$ cat src/rtl/lli_wb_scheduler.sv
// Scoreboard and shared write-port scheduler for the long-latency units (int div, fp div, fp sqrt).
// Optional macro LLI_WB_BYPASS_EN: a register being written back this cycle already reads as not busy.
module lli_wb_scheduler #(
    parameter int NUM_UNITS = 3,
    parameter int n         = 32,
    parameter int FP_type   = 0
) (
    input  logic                   clk,
    input  logic                   reset_n,
    input  logic                   issue_valid,
    input  logic [4:0]             issue_rd,
    input  logic [4:0]             rs1_id,
    input  logic [4:0]             rs2_id,
    input  logic [4:0]             rs3_id,
    input  logic [4:0]             rd_id,
    input  logic                   rd_used_id,
    output logic                   busy_rs1,
    output logic                   busy_rs2,
    output logic                   busy_rs3,
    output logic                   rd_not_busy,
    input  logic [NUM_UNITS-1:0]   unit_done,
    input  logic [NUM_UNITS*5-1:0] unit_rd,
    input  logic [NUM_UNITS*n-1:0] unit_result,
    output logic [NUM_UNITS-1:0]   unit_ack,
    input  logic                   pipe_wb_valid,
    output logic                   wb_en,
    output logic [4:0]             wb_rd,
    output logic [n-1:0]           wb_data,
    output logic                   collision,
    output logic [3:0]             pending_cnt,
    output logic                   lli_idle
);

    localparam int PTR_W = (NUM_UNITS > 1) ? $clog2(NUM_UNITS) : 1;

    logic [31:0]      busy;
    logic [31:0]      busy_nxt;
    logic [31:0]      set_mask;
    logic [31:0]      clr_mask;
    logic [31:0]      busy_view;
    logic [PTR_W-1:0] rr_ptr;
    logic [PTR_W-1:0] rr_ptr_nxt;
    logic [PTR_W-1:0] grant_idx;
    logic             grant_found;
    logic [5:0]       pop;
    logic [3:0]       cnt_nxt;
    logic             issue_set;

    logic [4:0]   rd_arr  [NUM_UNITS];
    logic [n-1:0] res_arr [NUM_UNITS];

    for (genvar k = 0; k < NUM_UNITS; k++) begin : g_unpack
        assign rd_arr[k]  = unit_rd[k*5 +: 5];
        assign res_arr[k] = unit_result[k*n +: n];
    end

    // Cyclic search starting at rr_ptr; first requester found wins.
    always_comb begin
        logic [PTR_W-1:0] cand;
        cand        = '0;
        grant_found = 1'b0;
        grant_idx   = '0;
        for (int i = 0; i < NUM_UNITS; i++) begin
            cand = PTR_W'((int'(rr_ptr) + i) % NUM_UNITS);
            if (!grant_found && unit_done[cand]) begin
                grant_found = 1'b1;
                grant_idx   = cand;
            end
        end
    end

    always_comb begin
        unit_ack = '0;
        if (grant_found) begin
            unit_ack[grant_idx] = 1'b1;
        end
    end

    assign wb_en     = grant_found;
    assign wb_rd     = grant_found ? rd_arr[grant_idx] : 5'd0;
    assign wb_data   = grant_found ? res_arr[grant_idx] : '0;
    assign collision = wb_en & pipe_wb_valid;

    always_comb begin
        rr_ptr_nxt = rr_ptr;
        if (grant_found) begin
            rr_ptr_nxt = (grant_idx == PTR_W'(NUM_UNITS - 1)) ? '0 : grant_idx + 1'b1;
        end
    end

    assign issue_set = issue_valid && !((FP_type == 0) && (issue_rd == 5'd0));
    assign set_mask  = issue_set ? (32'd1 << issue_rd) : 32'd0;
    assign clr_mask  = wb_en ? (32'd1 << wb_rd) : 32'd0;
    // Set is applied after clear so a same-register issue wins over its own writeback.
    assign busy_nxt  = (busy & ~clr_mask) | set_mask;

    // Counter tracks the population of the next scoreboard, so a clear of an idle bit cannot underflow.
    always_comb begin
        pop = '0;
        for (int i = 0; i < 32; i++) begin
            pop = pop + 6'(busy_nxt[i]);
        end
        cnt_nxt = (pop > 6'd15) ? 4'd15 : pop[3:0];
    end

    always_ff @(posedge clk or negedge reset_n) begin
        if (!reset_n) begin
            busy        <= '0;
            rr_ptr      <= '0;
            pending_cnt <= '0;
        end else begin
            busy        <= busy_nxt;
            rr_ptr      <= rr_ptr_nxt;
            pending_cnt <= cnt_nxt;
        end
    end

    always_comb begin
        busy_view = busy;
        if (FP_type == 0) begin
            busy_view[0] = 1'b0;
        end
`ifdef LLI_WB_BYPASS_EN
        if (wb_en) begin
            busy_view[wb_rd] = 1'b0;
        end
`else
`endif
    end

    assign busy_rs1    = busy_view[rs1_id];
    assign busy_rs2    = busy_view[rs2_id];
    assign busy_rs3    = busy_view[rs3_id];
    assign rd_not_busy = ~busy_view[rd_id] | ~rd_used_id;
    assign lli_idle    = (pending_cnt == 4'd0) && !(|unit_done);

endmodule
$ cat config.mk
export PLATFORM = sky130hd
export DESIGN_NAME = lli_wb_scheduler
export DESIGN_NICKNAME = d
export VERILOG_FILES = /design/src/rtl/lli_wb_scheduler.sv
export SDC_FILE = /design/constraint.sdc
export NUM_CORES = 1
export LEC_CHECK = 0
export CAP_MARGIN = 20
export CORE_MARGIN = 3
export CORE_UTILIZATION = 35
export DETAILED_ROUTE_END_ITERATION = 10
export GPL_TIMING_DRIVEN = 0
export PLACE_DENSITY = 0.75
export RECOVER_POWER = 50
export SETUP_SLACK_MARGIN = 0.05
export SKIP_CTS_REPAIR_TIMING = 1
export SYNTH_ARGS = -nofsm -noshare
export SYNTH_HDL_FRONTEND = slang
export SYNTH_SLANG_ARGS = --single-unit
$ cat constraint.sdc
create_clock -name clk -period 14.5 [get_ports clk]
set_input_delay 2.9 -clock clk [delete_from_list [all_inputs] [get_ports clk]]
set_output_delay 2.9 -clock clk [all_outputs]
set_load 0.01 [all_outputs]
Word-level counts from Yosys, hierarchy flattened
Index checks and enable logic that the tools add are counted.
{"block": "classes", "n_reduce_logical": 12, "shift": 2, "n_eq_ne": 1, "addsub": 34, "n_div": 3, "bitwise_logic": 8, "n_mux": 35, "magnitude_cmp": 11}
{"op": "2-to-1 mux 32 bit", "count": 5}
{"op": "adder 6 x 1 -> 6 bit", "count": 26}
{"op": "binary-select mux 32 bit (select 2 bit)", "count": 1}
{"op": "modulo 32 x 3 -> 32 bit, second input constant", "count": 2}
{"op": "left shift 1 x 5 -> 32 bit, first input constant", "count": 2}
{"op": "bitwise AND 32 bit", "count": 1}
{"op": "modulo 3 x 3 -> 32 bit, second input constant", "count": 1}
{"op": "NOT 32 bit", "count": 1}
{"op": "bitwise OR 32 bit", "count": 1}
{"op": "less-than comparator 5 x 6 -> 1 bit, second input constant", "count": 4}
{"op": "binary-select mux 1 bit (select 5 bit)", "count": 4}
{"op": "2-to-1 mux 5 bit", "count": 3}
{"op": "less-than comparator 2 x 3 -> 1 bit, second input constant", "count": 4}
{"op": "2-to-1 mux 1 bit", "count": 11}
{"op": "binary-select mux 5 bit (select 2 bit)", "count": 1}
{"op": "2-to-1 mux 2 bit", "count": 4}
{"op": "adder 5 x 1 -> 6 bit", "count": 1}
{"op": "binary-select mux 1 bit (select 2 bit)", "count": 3}
{"op": "greater-than comparator 6 x 4 -> 1 bit, second input constant", "count": 1}
{"op": "adder 4 x 1 -> 5 bit", "count": 1}
{"op": "logical AND 1 bit", "count": 5}
{"op": "logical NOT 5 bit", "count": 1}
{"op": "adder 3 x 1 -> 4 bit", "count": 1}
{"op": "logical NOT 1 bit", "count": 4}
{"op": "other kinds (17)", "count": 18}
{"block": "word_totals", "inputBits": 144, "out_inout_bits": 51, "wordCells": 109, "reg_bits": 38}

Logic depth before layout (Yosys ltp)
{"block": "depth", "ltp_word": 53, "mapped_depth": 31}

Worst setup path after synthesis
No wires, ideal clock.
{"block": "synth_timing", "path_kind": "input port to flip-flop", "from": "in unit_done[2]", "to": "reg pending_cnt[0]", "t_required_ns": 14.369, "arrival_time_ns": 9.201, "cell_stages": 25, "path_slack_ns": 5.168, "setup_ns": 0.131, "cell_sequence": "mux2i_1 nor2_1 or3_1 buf_6 o21a_1 buf_6 o211ai_4 or4b_4 o31ai_1 nand2_1 fa_1 inv_1 fa_1 fa_1 fa_1 fa_1 fa_1 inv_1 ha_1 fa_1 and2_1 o21a_1 nor2_1 a41oi_1 or3_1"}
{"block": "synth_between", "elab_cells_between_ends": 59, "cone_classes": "31 x add/sub; 1 x order compare; 1 x shift; 18 x mux; 4 x bitwise; 4 x reduce/logical"}
{"item": "start: declaration", "line": "21", "rtl": "input logic [NUM_UNITS-1:0] unit_done,"}
{"item": "binary-select mux 1 bit (select 2 bit)", "line": "65", "rtl": "if (!grant_found && unit_done[cand]) begin"}
{"item": "2-to-1 mux 1 bit (not written as such)", "line": "65"}
{"item": "2-to-1 mux 1 bit", "line": "65"}
{"item": "logical NOT 1 bit", "line": "65"}
{"item": "logical AND 1 bit", "line": "65"}
{"item": "2-to-1 mux 1 bit", "line": "65"}
{"item": "logical NOT 1 bit", "line": "65"}
{"item": "logical AND 1 bit", "line": "65"}
{"item": "[8 not listed]"}
{"item": "NOT 32 bit (*)", "line": "95", "rtl": "assign busy_nxt = (busy & ~clr_mask) | set_mask;"}
{"item": "bitwise AND 32 bit (*)", "line": "95"}
{"item": "bitwise OR 32 bit (*)", "line": "95"}
{"item": "via busy_nxt[7]", "line": "37", "rtl": "logic [31:0] busy_nxt;"}
{"item": "adder 6 x 1 -> 6 bit (*) (25 in series)", "line": "101", "rtl": "pop = pop + 6'(busy_nxt[i]);"}
{"item": "greater-than comparator 6 x 4 -> 1 bit", "line": "103", "rtl": "cnt_nxt = (pop > 6'd15) ? 4'd15 : pop[3:0];"}
{"item": "2-to-1 mux 4 bit (*)", "line": "103"}
{"item": "via cnt_nxt[0]", "line": "46", "rtl": "logic [3:0] cnt_nxt;"}
{"item": "end signal: assignment", "line": "114", "rtl": "pending_cnt <= cnt_nxt;"}
{"item": "end: declaration", "line": "30", "rtl": "output logic [3:0] pending_cnt,"}
The timed path passes the listed nets; every way through them passes the cells marked *. The select of a mux whose other input is x is not followed.
A chain may end at the register's enable or synchronous reset.

Worst setup path after layout
{"block": "layout_timing", "from": "in unit_done[2]", "to": "reg pending_cnt[1]"}
{"block": "layout_between", "elab_chain_cells": 52, "elab_cells_between_ends": 59, "cone_classes": "31 x add/sub; 1 x order compare; 1 x shift; 18 x mux; 4 x bitwise; 4 x reduce/logical"}
{"item": "binary-select mux 1 bit (select 2 bit)", "line": "65"}
{"item": "2-to-1 mux 1 bit (not written as such)", "line": "65"}
{"item": "2-to-1 mux 1 bit", "line": "65"}
{"item": "logical NOT 1 bit", "line": "65"}
{"item": "logical AND 1 bit", "line": "65"}
{"item": "2-to-1 mux 1 bit", "line": "65"}
{"item": "logical NOT 1 bit", "line": "65"}
{"item": "logical AND 1 bit", "line": "65"}
{"item": "[13 not listed]"}
{"item": "adder 3 x 1 -> 4 bit", "line": "101"}
{"item": "adder 4 x 1 -> 5 bit", "line": "101"}
{"item": "adder 5 x 1 -> 6 bit", "line": "101"}
{"item": "adder 6 x 1 -> 6 bit (25 in series)", "line": "101"}
{"item": "adder 6 x 1 -> 6 bit (*)", "line": "101"}
{"item": "greater-than comparator 6 x 4 -> 1 bit", "line": "103"}
{"item": "2-to-1 mux 4 bit (*)", "line": "103"}
{"item": "via cnt_nxt[1]", "line": "46"}
Marks and branches as above.

==> flow_metrics.env <==
export IMPL_status="finished with violations"
export IMPL_failed_checks="capacitance limit, slew limit"
export IMPL_setup_violations=0
export IMPL_tightest_slew_ns=2.07
export IMPL_min_path_type="reg -> reg"
export IMPL_antenna_found_initial=0
export IMPL_dieWidth_um=122
export IMPL_cp_required_ns=14.66
export IMPL_critPathCaptureType="flop"
export IMPL_setup_tns_ns=0
export IMPL_grt_usage_pct=24.6
export IMPL_wl_per_cell_um=20.1
export IMPL_nets=907
export IMPL_dieHeight_um=122
export IMPL_startpoint_type="input port"
export IMPL_cap_violations=1
export IMPL_syn_area_mm2=0.00475
export IMPL_grt_pass1_vias=5075
export IMPL_port_buffers=186
export IMPL_grt_max_degree=39
export IMPL_io_pins=195
export IMPL_dpl_hpwl_um=15200
export IMPL_final_common_cell="clkdlybuf4s50_1"
export IMPL_antenna_violating_nets_post_route=0
export IMPL_hold_viol=0
export IMPL_grt_ovfl_total=0
export IMPL_ys_seq_area_share_pct=20.0
export IMPL_slew_viol_final=39
export IMPL_drive_gt1_share_pct=9.32
export IMPL_rsz0062_at_grt="false"
export IMPL_yosys_top_cells_area="dfrtp_1, mux4_2, fa_1, nand2_1, o21ai_0"
export IMPL_fin_skew_ns=0.00634
export IMPL_grt_pass1_wl_um=28400
export IMPL_utilization_pct=53.7
export IMPL_initial_core_util_pct=36.7
export IMPL_htree_levels=2
export IMPL_clkSlewWorstSetupHoldPaths_ns=0.05
export IMPL_antenna_cells=0
export IMPL_routed_wl_um=18200
export IMPL_yosys_warnings=0
export IMPL_first_pass_iters=5
export IMPL_area_growth_pct=46.2
export IMPL_die_area_mm2=0.0150
export IMPL_rows=41
export IMPL_gp_congestion=0.962
export IMPL_fmax_ghz=0.0905
export IMPL_ys_flop_type="dfrtp_1"
export IMPL_core_mm2=0.0129
export IMPL_yosysTopAreaCell="dfrtp_1"
export IMPL_relSlewSlack_pct=-37.8
export IMPL_async_flop_share_pct=100
export IMPL_root_buffer="clkbuf_16"
export IMPL_ys_seq_elements=38
export IMPL_num_vias=5050
export IMPL_vias_per_cell=5.60
export IMPL_tritoncts="done"
export IMPL_drc=0
export IMPL_first_iter_violations=496
export IMPL_cts_buffers=5
export IMPL_post_route_period_util_pct=76.2
export IMPL_layout_common_cells="clkdlybuf4s50_1, nand2_1, o21ai_0"
export IMPL_fin_crit_ns=11.04
export IMPL_clock_latency_ns=0.29
export IMPL_post_synth_num_cell_types=62
export IMPL_arrival_ns=11.20
export IMPL_syn_area_per_cell_um2=8.86
export IMPL_crit_fanout=10
export IMPL_hold_ws_ns=0.559
export IMPL_cts_sinks=38
export IMPL_placed_cells=894
export IMPL_yosysTopAreaCellShare_pct=20.0
export IMPL_crit_type="in -> reg"
export IMPL_synth_edf_count=0
export IMPL_syn_inst=536
export IMPL_clk_path_buf_depth=2
export IMPL_syn_nets=714
export IMPL_fin_cells=902
## worst paths after layout
kind	startpoint	to	slack, ns	cells past startpoint
max in group asynchronous	reset_n	pending_cnt[0]	10.10	1
worst max register to register	rr_ptr[0]	pending_cnt[1]	5.82	24
min in group asynchronous	reset_n	busy[29]	3.20	1
worst min-delay path	busy[0]	busy[0]	0.56	1
worst max-delay path	unit_done[2]	pending_cnt[1]	3.46	22
worst min register to register	busy[0]	busy[0]	0.56	1
## layer usage
| metal | vias to the layer above | share of wire (%) | GRT usage, % |
|---|---|---|---|
| met5 | - | 0 | 0 |
| met2 | 237 | 48 | 40.5 |
| met4 | 0 | 1.0 | 4.13 |
| met3 | 16 | 7.2 | 3.87 |
| met1 | 2461 | 43 | 34.8 |
| li1 | 2336 | - | - |
## final cells by class
cell class | instances | area [um^2]
Timing Repair Buffer | 186 | 1860
Fill cell | 1205 | 5980
Clock buffer | 6 | 139
Sequential cell | 38 | 951
Inverter | 35 | 131
Multi-Input combinational cell | 431 | 3490
Clock inverter | 2 | 12.5
Buffer | 32 | 146
Tap cell | 172 | 215
## worst max-delay path, cell delays in order
cell and delay [ns]:
dlygate4sd3_1 0.68, nor4bb_1 0.10, o31ai_1 0.92, o21ai_0 0.44
a211oi_1 0.67, a32oi_1 0.40, o21ai_0 0.38, a21boi_1 0.27
fa_1 0.48, fa_1 0.49, fa_1 0.54, fa_1 0.44
fa_1 0.50, fa_1 0.51, inv_1 0.05, ha_1 0.20
fa_1 0.38, and2_1 0.17, o21a_1 0.18, nor2_1 0.09
a41oi_1 0.07, or3_1 0.33
## synthesized netlist by cell type, types with 2 or more instances
| library cell | number |
|---|---|
| nand2_1 | 93 |
| nor2_1 | 44 |
| o21ai_0 | 43 |
| dfrtp_1 | 38 |
| mux4_2 | 36 |
| inv_1 | 34 |
| fa_1 | 24 |
| nand3_1 | 21 |
| clkbuf_1 | 19 |
| a31oi_1 | 17 |
| o21a_1 | 13 |
| and2_1 | 12 |
| a311oi_1 | 11 |
| ha_1 | 10 |
| buf_1 | 9 |
| mux2i_1 | 9 |
| mux2_2 | 8 |
| nor2b_1 | 6 |
| a21oi_1 | 5 |
| nand2b_1 | 5 |
| o21ai_1 | 5 |
| o31ai_1 | 5 |
| nor3b_1 | 4 |
| o211ai_1 | 4 |
| a211o_1 | 3 |
| a21boi_0 | 3 |
| buf_6 | 3 |
| nand3b_1 | 3 |
| nor3_1 | 3 |
| o31ai_2 | 3 |
| or3_1 | 3 |
| a211oi_2 | 2 |
| a21boi_1 | 2 |
| a21o_1 | 2 |
| nand4_1 | 2 |
| o21ai_2 | 2 |
| o21bai_1 | 2 |
| o22ai_1 | 2 |
| or4_4 | 2 |
| or4b_4 | 2 |
## logic make-up (layout without fill, tap and decap cells)
group	after synthesis	count (layout)	synth area share [%]
buffers and inverters	67	261	5.85
multiplexers	53	53	20.9
AND/OR/NAND/NOR	206	206	20.2
flip-flops	38	38	20.0
XOR/XNOR	1	1	0.184
AO/OA/AOI/OAI	137	137	20.2
adder cells (fa/ha/maj)	34	34	12.8
## per-stage QoR
stage	worst slack [ns]	area (um^2)
3_5_place_dp	3.90	6820
4_1_cts	4.14	6970
3_3_place_gp	4.06	6830
5_1_grt	3.01	6940
2_1_floorplan	5.17	4750
6_report	3.46	6940
## sequential cells by signal (all words and copies together) (netlist names)
| name | flops |
|---|---|
| rr_ptr | 2 |
| pending_cnt | 4 |
| busy | 32 |
Power is not shown: default switching activity piles up to over one toggle a cycle in this logic, so the estimate is an artifact.
